File: src/rtl/seg_scan_pkg.sv
// Shared types and constants for the 7-segment scan driver.
// State encoding, digit width, all-off select pattern, counter sizing helper.
package seg_scan_pkg;

  typedef enum logic {
    ST_SHOW = 1'b0,
    ST_GAP  = 1'b1
  } state_t;

  localparam int DIGIT_W    = 4;
  localparam int MAX_DIGITS = 32;

  // Active-low selects: all ones turns every digit off.
  localparam logic [MAX_DIGITS-1:0] DIGITS_OFF = '1;

  // Dwell counter width; never below one bit.
  function automatic int cnt_width(input int a, input int b);
    int m;
    int w;
    m = (a > b) ? a : b;
    w = $clog2(m);
    return (w < 1) ? 1 : w;
  endfunction

endpackage

File: src/rtl/seg_scan_driver_if.sv
// Load bus and display outputs of the scan driver.
// master: load source / display consumer; slave: the scan driver.
interface seg_scan_driver_if
  import seg_scan_pkg::*;
#(
  parameter int NUM_DIGITS = 8
);

  logic                          load;
  logic [DIGIT_W*NUM_DIGITS-1:0] data_in;
  logic [NUM_DIGITS-1:0]         dp_in;
  logic [NUM_DIGITS-1:0]         en_in;

  logic [DIGIT_W-1:0]            scan_nibble;
  logic                          scan_dp;
  logic                          blank;
  logic [NUM_DIGITS-1:0]         digit_sel;
  logic                          frame_start;

  modport master (
    output load, data_in, dp_in, en_in,
    input  scan_nibble, scan_dp, blank,
    input  digit_sel, frame_start
  );

  modport slave (
    input  load, data_in, dp_in, en_in,
    output scan_nibble, scan_dp, blank,
    output digit_sel, frame_start
  );

endinterface

File: src/rtl/scan_dwell_counter.sv
// Dwell counter: counts up from zero, flags the terminal count.
// Ports: clk, rst, clr (load zero), sel_show (terminal select), cnt, done.
module scan_dwell_counter #(
  parameter int SHOW_CYCLES = 100000,
  parameter int GAP_CYCLES  = 1000,
  parameter int CW          = 17
) (
  input  logic          clk,
  input  logic          rst,
  input  logic          clr,
  input  logic          sel_show,
  output logic [CW-1:0] cnt,
  output logic          done
);

  localparam logic [CW-1:0] SHOW_LAST = CW'(SHOW_CYCLES - 1);
  localparam logic [CW-1:0] GAP_LAST  = CW'(GAP_CYCLES - 1);

  logic [CW-1:0] last;

  assign last = sel_show ? SHOW_LAST : GAP_LAST;
  assign done = (cnt == last);

  always_ff @(posedge clk) begin
    if (rst || clr) begin
      cnt <= '0;
    end else begin
      cnt <= cnt + 1'b1;
    end
  end

endmodule

File: src/rtl/seg_scan_driver.sv
// Time-multiplexed 7-segment scan driver with double-buffered loads.
// Ports: clk, rst, bus (slave: load/data_in/dp_in/en_in in, scan outputs out).
module seg_scan_driver
  import seg_scan_pkg::*;
#(
  parameter int NUM_DIGITS  = 8,
  parameter int SHOW_CYCLES = 100000,
  parameter int GAP_CYCLES  = 1000
) (
  input  logic               clk,
  input  logic               rst,
  seg_scan_driver_if.slave   bus
);

  localparam int DW = DIGIT_W * NUM_DIGITS;
  localparam int IW = $clog2(NUM_DIGITS);
  localparam int CW = cnt_width(SHOW_CYCLES, GAP_CYCLES);

  localparam logic [IW-1:0] IDX_LAST = IW'(NUM_DIGITS - 1);
  localparam logic [NUM_DIGITS-1:0] SEL_OFF =
    DIGITS_OFF[NUM_DIGITS-1:0];
  localparam logic [NUM_DIGITS-1:0] SEL_ONE =
    NUM_DIGITS'(1);

  state_t                state;
  logic [IW-1:0]         idx;
  logic [CW-1:0]         cnt;
  logic                  done;
  logic                  wrap;
  logic                  lit;

  logic [DW-1:0]         pend_data;
  logic [NUM_DIGITS-1:0] pend_dp;
  logic [NUM_DIGITS-1:0] pend_en;
  logic [DW-1:0]         act_data;
  logic [NUM_DIGITS-1:0] act_dp;
  logic [NUM_DIGITS-1:0] act_en;

  // Counter restarts on every state change, limit follows state.
  scan_dwell_counter #(
    .SHOW_CYCLES (SHOW_CYCLES),
    .GAP_CYCLES  (GAP_CYCLES),
    .CW          (CW)
  ) u_dwell (
    .clk      (clk),
    .rst      (rst),
    .clr      (done),
    .sel_show (state == ST_SHOW),
    .cnt      (cnt),
    .done     (done)
  );

  // Frame boundary: last GAP of the last digit.
  assign wrap = (state == ST_GAP) && done && (idx == IDX_LAST);

  always_ff @(posedge clk) begin
    if (rst) begin
      state     <= ST_GAP;
      idx       <= IDX_LAST;
      pend_data <= '0;
      pend_dp   <= '0;
      pend_en   <= '1;
      act_data  <= '0;
      act_dp    <= '0;
      act_en    <= '1;
    end else begin
      if (bus.load) begin
        pend_data <= bus.data_in;
        pend_dp   <= bus.dp_in;
        pend_en   <= bus.en_in;
      end
      if (done) begin
        unique case (state)
          ST_SHOW: begin
            state <= ST_GAP;
          end
          ST_GAP: begin
            state <= ST_SHOW;
            idx   <= (idx == IDX_LAST) ? '0 : idx + 1'b1;
          end
          default: begin
            state <= ST_GAP;
          end
        endcase
      end
      // A load on the boundary edge bypasses straight to active.
      if (wrap) begin
        if (bus.load) begin
          act_data <= bus.data_in;
          act_dp   <= bus.dp_in;
          act_en   <= bus.en_in;
        end else begin
          act_data <= pend_data;
          act_dp   <= pend_dp;
          act_en   <= pend_en;
        end
      end
    end
  end

  assign lit = (state == ST_SHOW) && act_en[idx];

  assign bus.scan_nibble = act_data[idx*DIGIT_W +: DIGIT_W];
  assign bus.scan_dp     = act_dp[idx];
  assign bus.blank       = !lit;
  assign bus.digit_sel   = lit ? ~(SEL_ONE << idx) : SEL_OFF;
  assign bus.frame_start = (state == ST_SHOW) &&
                           (idx == '0) && (cnt == '0);

endmodule

File: src/flat_wrapper.sv
// flat-port wrapper written by rule: the top's interface ports become plain ports
module seg_scan_driver_flat import seg_scan_pkg::*;
#(
  parameter int NUM_DIGITS  = 8,
  parameter int SHOW_CYCLES = 100000,
  parameter int GAP_CYCLES  = 1000
)
  (clk, rst, bus_load, bus_data_in, bus_dp_in, bus_en_in, bus_scan_nibble, bus_scan_dp, bus_blank, bus_digit_sel, bus_frame_start);
  seg_scan_driver_if #(.NUM_DIGITS(NUM_DIGITS)) bus_i ();
  input  logic clk;
  input  logic rst;
  input wire logic [$bits(bus_i.load)-1:0] bus_load;
  input wire logic [$bits(bus_i.data_in)-1:0] bus_data_in;
  input wire logic [$bits(bus_i.dp_in)-1:0] bus_dp_in;
  input wire logic [$bits(bus_i.en_in)-1:0] bus_en_in;
  output wire logic [$bits(bus_i.scan_nibble)-1:0] bus_scan_nibble;
  output wire logic [$bits(bus_i.scan_dp)-1:0] bus_scan_dp;
  output wire logic [$bits(bus_i.blank)-1:0] bus_blank;
  output wire logic [$bits(bus_i.digit_sel)-1:0] bus_digit_sel;
  output wire logic [$bits(bus_i.frame_start)-1:0] bus_frame_start;
  assign bus_i.load = bus_load;
  assign bus_i.data_in = bus_data_in;
  assign bus_i.dp_in = bus_dp_in;
  assign bus_i.en_in = bus_en_in;
  assign bus_scan_nibble = bus_i.scan_nibble;
  assign bus_scan_dp = bus_i.scan_dp;
  assign bus_blank = bus_i.blank;
  assign bus_digit_sel = bus_i.digit_sel;
  assign bus_frame_start = bus_i.frame_start;
  seg_scan_driver #(.NUM_DIGITS(NUM_DIGITS), .SHOW_CYCLES(SHOW_CYCLES), .GAP_CYCLES(GAP_CYCLES)) u_core (.clk(clk), .rst(rst), .bus(bus_i));
endmodule
File: config.mk
export PLATFORM = sky130hd
export DESIGN_NAME = seg_scan_driver_flat
export DESIGN_NICKNAME = d
export VERILOG_FILES = /design/src/rtl/seg_scan_pkg.sv /design/src/rtl/seg_scan_driver_if.sv /design/src/rtl/scan_dwell_counter.sv /design/src/rtl/seg_scan_driver.sv /design/src/flat_wrapper.sv
export SDC_FILE = /design/constraint.sdc
export NUM_CORES = 1
export LEC_CHECK = 0
export BUFFER_PORTS_ARGS = -buffer_cell sky130_fd_sc_hd__buf_2
export CORE_ASPECT_RATIO = 0.5
export CORE_UTILIZATION = 35
export CTS_BUF_LIST = sky130_fd_sc_hd__clkbuf_2
export CTS_CLUSTER_SIZE = 28
export DETAILED_ROUTE_END_ITERATION = 6
export PLACE_DENSITY = 0.63
export RECOVER_POWER = 100
export SYNTH_ARGS = -nofsm -noshare
export SYNTH_HDL_FRONTEND = slang
export SYNTH_SLANG_ARGS = --single-unit
export TNS_END_PERCENT = 1
File: constraint.sdc
create_clock -name clk -period 3.7 [get_ports clk]
set_clock_uncertainty 0.15 [all_clocks]
set_input_delay 0.37 -clock clk [delete_from_list [all_inputs] [get_ports clk]]
set_output_delay 0.37 -clock clk [all_outputs]
set_load 0.02 [all_outputs]
==> flow_metrics.py, run 1 <==
metrics = {
    "timing": {
        "slew_headroom_pct": -18.2,
        "setup_viol": 0,
        "tightest_slew_ns": 1.77,
        "final-max-slew-violation-count": 25,
        "finalHoldViolCount": 0,
        "layout_setup_ws_ns": 0.618,
        "tns_ns": 0,
        "min_period_ns": 3.08,
        "whs_ns": 0.151,
        "max_freq_mhz": 324,
        "min_period_over_period_pct": 83.3,
        "rsz0062_at_grt": "false",
    },
    "outcome": {
        "violations": "max-capacitance violations, max-slew violations",
        "outcome": "finished with violations",
    },
    "floorplan": {
        "die_height_um": 87.4,
        "start_util_pct": 36.8,
        "dieArea_um2": 15100,
        "io-pin-count": 66,
        "die_w_um": 173,
        "coreArea_um2": 13900,
        "row_count": 30,
    },
    "detailed_routing": {
        "vias": 3726,
        "drtPass1Iterations": 4,
        "drt_iter0_markers": 179,
        "routedWlPerCell_um": 13.1,
        "vias_per_cell": 4.62,
        "final_antenna_net_count": 0,
        "drc": 0,
        "wl_mm": 10.6,
    },
    "grt": {
        "overflow": 0,
        "grt_pass1_vias": 3659,
        "antenna_found_initial": 0,
        "grt_max_degree": 51,
        "track_usage_pct": 15.0,
        "grt_pass1_wl_mm": 17.8,
    },
    "placed_design": {
        "dp_hpwl_mm": 6.86,
        "portBuffers": 65,
        "dpl_cell_area_um2": 5610,
        "dpl_worst_slack_ns": 0.984,
        "gp_congestion": 0.766,
    },
    "pwr": {
        "p_leak_nw": 2.70,
        "powerDensity_nw_per_um2": 385,
        "max-vdd-ir-drop_v": 0.000169,
    },
    "worst_setup_path": {
        "cp-startpoint": "u_core.idx[0]",
        "r2r_start": "u_core.u_dwell.cnt[13]",
        "cp.arrival_ns": 2.56,
        "crit_fanout": 16,
        "criticalPathCategory": "flip-flop to output port",
        "critPathSlowestCell": "dfxtp_1",
        "critPathRequiredTime_ns": 3.18,
        "start_kind": "flip-flop",
        "crit_path_end_kind": "output port",
        "r2r_cells": 5,
        "cpPeakStageDelay_ns": 0.34,
        "crit_chain": "buf_4 -> inv_1 -> ha_1 -> nor4b_1 -> nand4_1 -> nor3_1 -> clkbuf_1",
    },
    "cts": {
        "post-cts-setup-buffers": 0,
        "cts_buffer_depth": 2,
        "cts_tree": "done",
        "cts_sinks": 117,
        "clk_pin_slew_worst_paths_ns": 0.18,
        "clk_latency_ns": 0.66,
        "cts_resized": 0,
        "htreeDepth": 4,
        "cts_root_buf": "clkbuf_2",
        "numCtsBuffers": 17,
    },
    "synth": {
        "yosys.area.top_type": "dfxtp_1",
        "yosysWarnings": 0,
        "synth_nets": 553,
        "synth-edff-count": 0,
        "synthFlopType": "dfxtp_1",
        "synth.avg_cell_area_um2": 10.3,
        "synthCells": 494,
        "synth-seq-cells": 117,
        "yosysUniqueCellTypes": 42,
        "yosysSeqAreaShare_pct": 45.9,
        "synth_top_area_share_pct": 45.9,
        "ys_top_cells_by_area": "dfxtp_1 (46%), mux2i_1 (9.4%), mux2_2 (6.2%), mux4_2 (5.3%), nor2b_1 (4.9%)",
        "synth_area_um2": 5110,
        "async_flop_share_pct": 0,
    },
    "cells_and_area": {
        "regArea_um2": 2340,
        "drive_gt1_share_pct": 21.8,
        "fin_area_um2": 6340,
        "nNetsFinal": 660,
        "fillerInstances": 1305,
        "areaGrowthSynthToFinish_pct": 24.2,
        "multi_input_area_um2": 2560,
        "antennaDiodeCount": 0,
    },
    "hold_path": {
        "hp-start": "rst",
        "hp-class": "input port to flip-flop",
        "whs_path_depth": 2,
    },
    "job": {
        "maxCapViolations": 1,
    },
}
[cells in the final DEF, fill, tap and decap left out, drive strengths merged, types with 2 or more instances in the layout]
cell,Yosys,final
or2,9,9
o31ai,4,4
bufinv,0,5
and3,5,5
nor2b,40,40
clkinv,1,9
dlygate4sd3,0,48
buf,8,56
xnor2,5,5
xor2,6,6
mux4,12,12
mux2,48,48
or3,3,3
o311ai,2,2
or4,4,4
or3b,2,2
dfxtp,117,117
ha,8,8
mux2i,48,48
nand4,7,7
nand2,38,38
nor2,57,57
o41ai,2,2
clkbuf,23,34
nand3,12,12
inv,10,10
nor3,7,7
o21ai,4,4
a21oi,5,5
[path summary, 6_finish.rpt]
| path | end | slack (ns) |
|---|---|---|
| setup / recovery | bus_frame_start | 0.62 |
| hold / removal | u_core.u_dwell.cnt[4] | 0.15 |
| hold reg to reg | u_core.pend_en[7] | 0.34 |
| setup reg to reg | u_core.act_data[2] | 0.84 |
[area by class of cell]
type	instances	share of cell area, %
Inverter	11	0.651
Tap cell	192	3.79
Clock buffer	19	1.50
Clock inverter	13	2.94
Sequential cell	117	36.9
Timing Repair Buffer	119	13.7
Multi-Input combinational cell	335	40.5
[state kept, by name, indices dropped and copies added (netlist names)]
register and flops:
u_core.act_data 32, u_core.pend_data 32, u_core.u_dwell.cnt 17, u_core.act_dp 8
u_core.act_en 8, u_core.pend_dp 8, u_core.pend_en 8, u_core.idx 3
u_core.state 1
[what timing repair did]
| item | CTS | global route |
|---|---|---|
| endpoints found under the hold margin | 95 | 0 |
| hold buffers | 48 | 0 |
| endpoints found under the setup margin | 0 | 0 |
[report_power, final]
group          switching (mW)  total (mW)  internal (mW)
clock network           0.464       0.969          0.504
registers              0.0112        1.31           1.29
logic                  0.0772       0.170         0.0923
[metal layers]
| metal | routed length [um] | track usage, % |
|---|---|---|
| met4 | 93 | 4.83 |
| met5 | 0 | 0 |
| met2 | 4890 | 24.1 |
| met1 | 5200 | 19.4 |
| met3 | 386 | 4.76 |
[stage by stage]
| step | total power, mW | utilization, % | cells |
|---|---|---|---|
| 2_1_floorplan | 1.41 | - | 494 |
| 3_3_place_gp | 1.46 | 40.4 | 726 |
| 3_5_place_dp | 1.46 | 40.4 | 726 |
| 4_1_cts | 2.48 | 45.8 | 806 |
| 5_1_grt | 2.56 | 45.6 | 806 |
| 6_report | 2.44 | 45.6 | 806 |
[cell families after synthesis]
logic type / after synthesis / share of synthesized area, %
flip-flops: 117 / 45.9
adder cells (fa/ha/maj): 8 / 1.96
AO/OA/AOI/OAI: 19 / 2.45
AND/OR/NAND/NOR: 189 / 18.8
multiplexers: 108 / 25.3
XOR/XNOR: 11 / 1.89
buffers and inverters: 42 / 3.72
[synth_stat cells, drive strengths merged, types with 2 or more instances]
| cell type | n |
|---|---|
| dfxtp | 117 |
| nor2 | 57 |
| mux2 | 48 |
| mux2i | 48 |
| nor2b | 40 |
| nand2 | 38 |
| clkbuf | 23 |
| mux4 | 12 |
| nand3 | 12 |
| inv | 10 |
| or2 | 9 |
| buf | 8 |
| ha | 8 |
| nand4 | 7 |
| nor3 | 7 |
| xor2 | 6 |
| a21oi | 5 |
| and3 | 5 |
| xnor2 | 5 |
| o21ai | 4 |
| o31ai | 4 |
| or4 | 4 |
| or3 | 3 |
| o311ai | 2 |
| o41ai | 2 |
| or3b | 2 |
[worst max-delay path: cells and delay by family (launching register included)]
family                     cells  cell delay [ns]
and+or+nand+nor                3             0.77
buffers and inverters          3             0.60
DFF                            1             0.34
adders and majority gates      1             0.22
Note: power is estimated with default switching activity, not from simulation.
==> inputs of run 2 (changes only) <==
==> constraint.sdc (replaced) <==
create_clock -name clk -period 3.17 [get_ports clk]
set_clock_uncertainty 0.15 [all_clocks]
set_input_delay 0.317 -clock clk [delete_from_list [all_inputs] [get_ports clk]]
set_output_delay 0.317 -clock clk [all_outputs]
set_load 0.02 [all_outputs]
==> flow_metrics.py, run 2 (synthesized netlist as in run 1, its figures left out) <==
metrics = {
    "cts": {
        "cts_sinks": 117,
        "htreeDepth": 4,
        "numCtsBuffers": 17,
        "cts_root_buf": "clkbuf_2",
        "post-cts-setup-buffers": 0,
        "clk_pin_slew_worst_paths_ns": 0.16,
        "cts_tree": "done",
        "clk_latency_ns": 0.62,
        "cts_buffer_depth": 2,
    },
    "detailed_routing": {
        "wl_mm": 10.9,
        "drt_iter0_markers": 249,
        "vias_per_cell": 4.64,
        "vias": 3762,
        "final_antenna_net_count": 0,
        "routedWlPerCell_um": 13.4,
        "drtPass1Iterations": 4,
        "drc": 0,
    },
    "floorplan": {
        "dieArea_um2": 15100,
        "die_w_um": 173,
        "start_util_pct": 36.8,
        "coreArea_um2": 13900,
        "io-pin-count": 66,
        "row_count": 30,
        "die_height_um": 87.4,
    },
    "grt": {
        "overflow": 0,
        "grt_max_degree": 49,
        "antenna_found_initial": 0,
        "grt_pass1_wl_mm": 18.2,
        "grt_pass1_vias": 3784,
        "track_usage_pct": 15.4,
    },
    "worst_setup_path": {
        "critPathRequiredTime_ns": 3.51,
        "criticalPathCategory": "flip-flop to flip-flop",
        "cp_num_cells": 5,
        "cpLargestDelayFamily": "simple AND/OR/NAND/NOR gates",
        "critPathSlowestCell": "or4_1",
        "crit_chain": "or4_1 -> or3_1 -> nor3_4 -> clkbuf_4 -> mux2_2",
        "crit_path_end_kind": "flip-flop",
        "cp.arrival_ns": 3.28,
        "cpPeakStageDelay_ns": 0.61,
        "path_buf_inv": 1,
        "r2r_cells": 5,
        "start_kind": "flip-flop",
        "crit_fanout": 48,
    },
    "cells_and_area": {
        "fillerInstances": 1317,
        "mostFrequentLayoutCells": "dfxtp_1 (116), nor2_1 (57), dlygate4sd3_1 (55), buf_2 (50), mux2i_1 (48)",
        "antennaDiodeCount": 0,
        "layout_commonest_cell": "dfxtp_1",
        "areaGrowthSynthToFinish_pct": 23.5,
        "drive_gt1_share_pct": 22.3,
        "nNetsFinal": 668,
        "largestRegisters": "u_core.act_data x32, u_core.pend_data x32, u_core.u_dwell.cnt x17",
    },
    "pwr": {
        "p_leak_nw": 2.70,
        "max-vdd-ir-drop_v": 0.000162,
        "powerDensity_nw_per_um2": 409,
    },
    "job": {
        "maxCapViolations": 0,
    },
    "timing": {
        "min_period_over_period_pct": 92.6,
        "max_freq_mhz": 341,
        "tns_ns": 0,
        "rsz0062_at_grt": "false",
        "min_period_ns": 2.93,
        "final-max-slew-violation-count": 0,
        "tightest_slew_ns": 1.23,
        "slew_headroom_pct": 17.7,
        "layout_setup_ws_ns": 0.236,
        "setup_viol": 0,
        "finalHoldViolCount": 0,
    },
    "placed_design": {
        "dpl_worst_slack_ns": 0.704,
        "dp_hpwl_mm": 7.17,
        "gp_congestion": 0.778,
        "portBuffers": 65,
    },
    "hold_path": {
        "hp-class": "input port to flip-flop",
        "whs_path_depth": 3,
    },
    "outcome": {
        "outcome": "finished, final reports clean",
    },
}
run 2: what timing repair did:
item                                   4_1_cts  5_1_grt
setup endpoints to repair                    0        1
hold buffers                                55        0
resized for setup                            0        2
endpoints found under the hold margin       99        0
run 2: path summary, 6_finish.rpt:
check,start,end,slack (ns)
max,u_core.u_dwell.cnt[13],u_core.act_en[2],0.24
min reg2reg,u_core.pend_en[3],u_core.pend_en[3],0.34
min,bus_load,u_core.pend_data[6],0.1
max reg2reg,u_core.u_dwell.cnt[13],u_core.act_en[2],0.24
run 2: per-stage QoR:
step	power (mW)	util, %	cells	hold slack [ns]	instance area (um^2)
after floorplan	1.65	-	494	0.282	5110
after global placement	1.70	40.3	727	0.296	5600
after detailed placement	1.71	40.3	727	0.301	5600
after CTS	2.62	45.7	811	0.0437	6340
after global routing	2.72	45.4	811	0.0176	6310
final	2.58	45.4	811	0.0992	6310
run 2: final cells by class:
| type | instances | area [um^2] | share of cell area (%) |
|---|---|---|---|
| clock buffer | 21 | 105 | 1.67 |
| tap | 192 | 240 | 3.81 |
| inverter | 11 | 41.3 | 0.655 |
| clock inverter | 8 | 86.3 | 1.37 |
| sequential | 117 | 2340 | 37.2 |
| timing repair buffer | 127 | 920 | 14.6 |
| multi-input combinational | 335 | 2570 | 40.8 |
run 2: layer usage:
| layer | up-vias | GRT usage, % | share of wire, % |
|---|---|---|---|
| met5 | - | 0 | 0 |
| met4 | 0 | 4.42 | 1.2 |
| met3 | 11 | 5.10 | 3.6 |
| met2 | 41 | 26.8 | 48 |
| met1 | 1783 | 18.3 | 47 |
| li1 | 1927 | - | - |
run 2: report_power, final:
part           total [mW]  switching [mW]  internal [mW]  leakage [nW]
combinational       0.203          0.0916          0.112          1.62
clock               0.855           0.506          0.350         0.132
sequential           1.52          0.0131           1.51         0.953
run 2: worst min-delay path: stages:
cell and delay [ns]:
buf_2 0.25, mux2i_1 0.20, nor2_1 0.06
==> inputs of run 3 (changes only) <==
--- a/config.mk
+++ b/config.mk
@@ -6,7 +6,7 @@
 export NUM_CORES = 1
 export LEC_CHECK = 0
 export BUFFER_PORTS_ARGS = -buffer_cell sky130_fd_sc_hd__buf_2
-export CORE_ASPECT_RATIO = 0.5
+export CORE_ASPECT_RATIO = 1.4
 export CORE_UTILIZATION = 35
 export CTS_BUF_LIST = sky130_fd_sc_hd__clkbuf_2
 export CTS_CLUSTER_SIZE = 28
==> flow_metrics.py, run 3 (synthesized netlist as in run 1, its figures left out) <==
metrics = {
    "cells_and_area": {
        "finalNonFillerCells": 798,
        "drive_gt1_share_pct": 22.8,
        "areaGrowthSynthToFinish_pct": 23.0,
        "largestRegisters": "u_core.act_data x32, u_core.pend_data x32, u_core.u_dwell.cnt x17",
        "mostFrequentLayoutCells": "dfxtp_1 (117), nor2_1 (57), buf_2 (50), mux2i_1 (48), dlygate4sd3_1 (48)",
        "antennaDiodeCount": 0,
        "fin_area_um2": 6280,
        "finish.utilization_pct": 44.5,
        "nNetsFinal": 659,
        "layout_commonest_cell": "dfxtp_1",
    },
    "cts": {
        "cts_resized": 0,
        "cts_sinks": 117,
        "cts_tree": "done",
        "cts_root_buf": "clkbuf_2",
        "htreeDepth": 4,
        "post-cts-setup-buffers": 0,
        "numCtsBuffers": 17,
        "clk_latency_ns": 0.66,
        "cts_buffer_depth": 2,
        "clk_pin_slew_worst_paths_ns": 0.18,
    },
    "job": {
        "maxCapViolations": 1,
    },
    "outcome": {
        "outcome": "finished with violations",
        "violations": "max-capacitance violations, max-slew violations",
    },
    "detailed_routing": {
        "vias_per_cell": 4.76,
        "drt_iter0_markers": 145,
        "drc": 0,
        "drtPass1Iterations": 5,
        "vias": 3799,
        "final_antenna_net_count": 0,
        "routedWlPerCell_um": 13.6,
        "wl_mm": 10.9,
    },
    "placed_design": {
        "gp_congestion": 0.789,
        "dp_hpwl_mm": 7.54,
        "portBuffers": 65,
        "dpl_cell_area_um2": 5590,
        "dpl_worst_slack_ns": 0.715,
        "dp.cells": 718,
    },
    "floorplan": {
        "dieArea_um2": 15100,
        "die_w_um": 104,
        "row_count": 51,
        "start_util_pct": 36.2,
        "die_height_um": 145,
        "coreArea_um2": 14100,
        "io-pin-count": 66,
    },
    "timing": {
        "min_period_ns": 2.92,
        "slew_headroom_pct": -33.1,
        "tns_ns": 0,
        "max_freq_mhz": 342,
        "layout_setup_ws_ns": 0.249,
        "rsz0062_at_grt": "false",
        "min_period_over_period_pct": 92.2,
        "final-max-slew-violation-count": 52,
        "setup_viol": 0,
        "finalHoldViolCount": 0,
        "tightest_slew_ns": 2.00,
        "whs_ns": 0.0885,
    },
    "pwr": {
        "finalPower_mw": 2.77,
        "powerDensity_nw_per_um2": 442,
        "max-vdd-ir-drop_v": 0.000246,
        "p_leak_nw": 2.69,
    },
    "grt": {
        "grt_max_degree": 52,
        "antenna_found_initial": 0,
        "grt_pass1_wl_mm": 18.4,
        "overflow": 0,
        "grt_pass1_vias": 3993,
        "track_usage_pct": 15.3,
    },
    "worst_setup_path": {
        "cp.arrival_ns": 3.32,
        "rrSetupSlack_ns": 0.25,
        "criticalPathCategory": "flip-flop to flip-flop",
        "crit_fanout": 48,
        "start_kind": "flip-flop",
        "crit_path_end_kind": "flip-flop",
        "critPathRequiredTime_ns": 3.57,
    },
    "hold_path": {
        "hp-class": "input port to flip-flop",
    },
}
run 3: cell count changes in the layout (fill, tap and decap cells not counted), moves of 2 or more:
cell | previous run | this run
clkbuf_1 | 15 | 13
clkbuf_2 | 22 | 24
clkinvlp_4 | 0 | 2
buf_4 | 4 | 1
bufinv_16 | 2 | 4
dlygate4sd3_1 | 55 | 48
run 3: report_power, final:
part           switching (mW)  internal (mW)
combinational          0.0906          0.104
sequential             0.0132           1.51
clock                   0.532          0.522
total                   0.636           2.14
run 3: worst paths after layout:
check             depth (start not counted)           endpoint                   start
hold / removal                            3  u_core.pend_en[5]                bus_load
hold reg to reg                           2  u_core.pend_en[5]       u_core.pend_en[5]
setup / recovery                          5   u_core.act_dp[3]  u_core.u_dwell.cnt[13]
setup reg to reg                          5   u_core.act_dp[3]  u_core.u_dwell.cnt[13]
run 3: metal layers:
| metal | part of all wire, % | routed length, um | global-route usage [%] |
|---|---|---|---|
| met3 | 3.7 | 404 | 3.55 |
| met2 | 52 | 5640 | 27.0 |
| met4 | 1.6 | 176 | 6.14 |
| met1 | 43 | 4650 | 17.6 |
| met5 | 0 | 0 | 0 |
run 3: area by class of cell:
class / count / area, um^2
clock inverters: 11 / 158
fillers: 1332 / 7820
well taps: 185 / 231
inverters: 11 / 41.3
multi-input cells: 335 / 2560
flip-flops and latches: 117 / 2340
repair buffers: 118 / 837
clock buffers: 21 / 105
run 3: worst max-delay path, cell delays in order (launching register included):
cell,delay (ns)
dfxtp_1,0.38
or4_1,0.60
or3_1,0.50
nor3_4,0.14
clkbuf_4,0.59
mux2_2,0.41
run 3: timing repair:
item                                   4_1_cts  5_1_grt
setup endpoints to repair                    0        0
hold buffers                                48        0
endpoints found under the hold margin       96        0
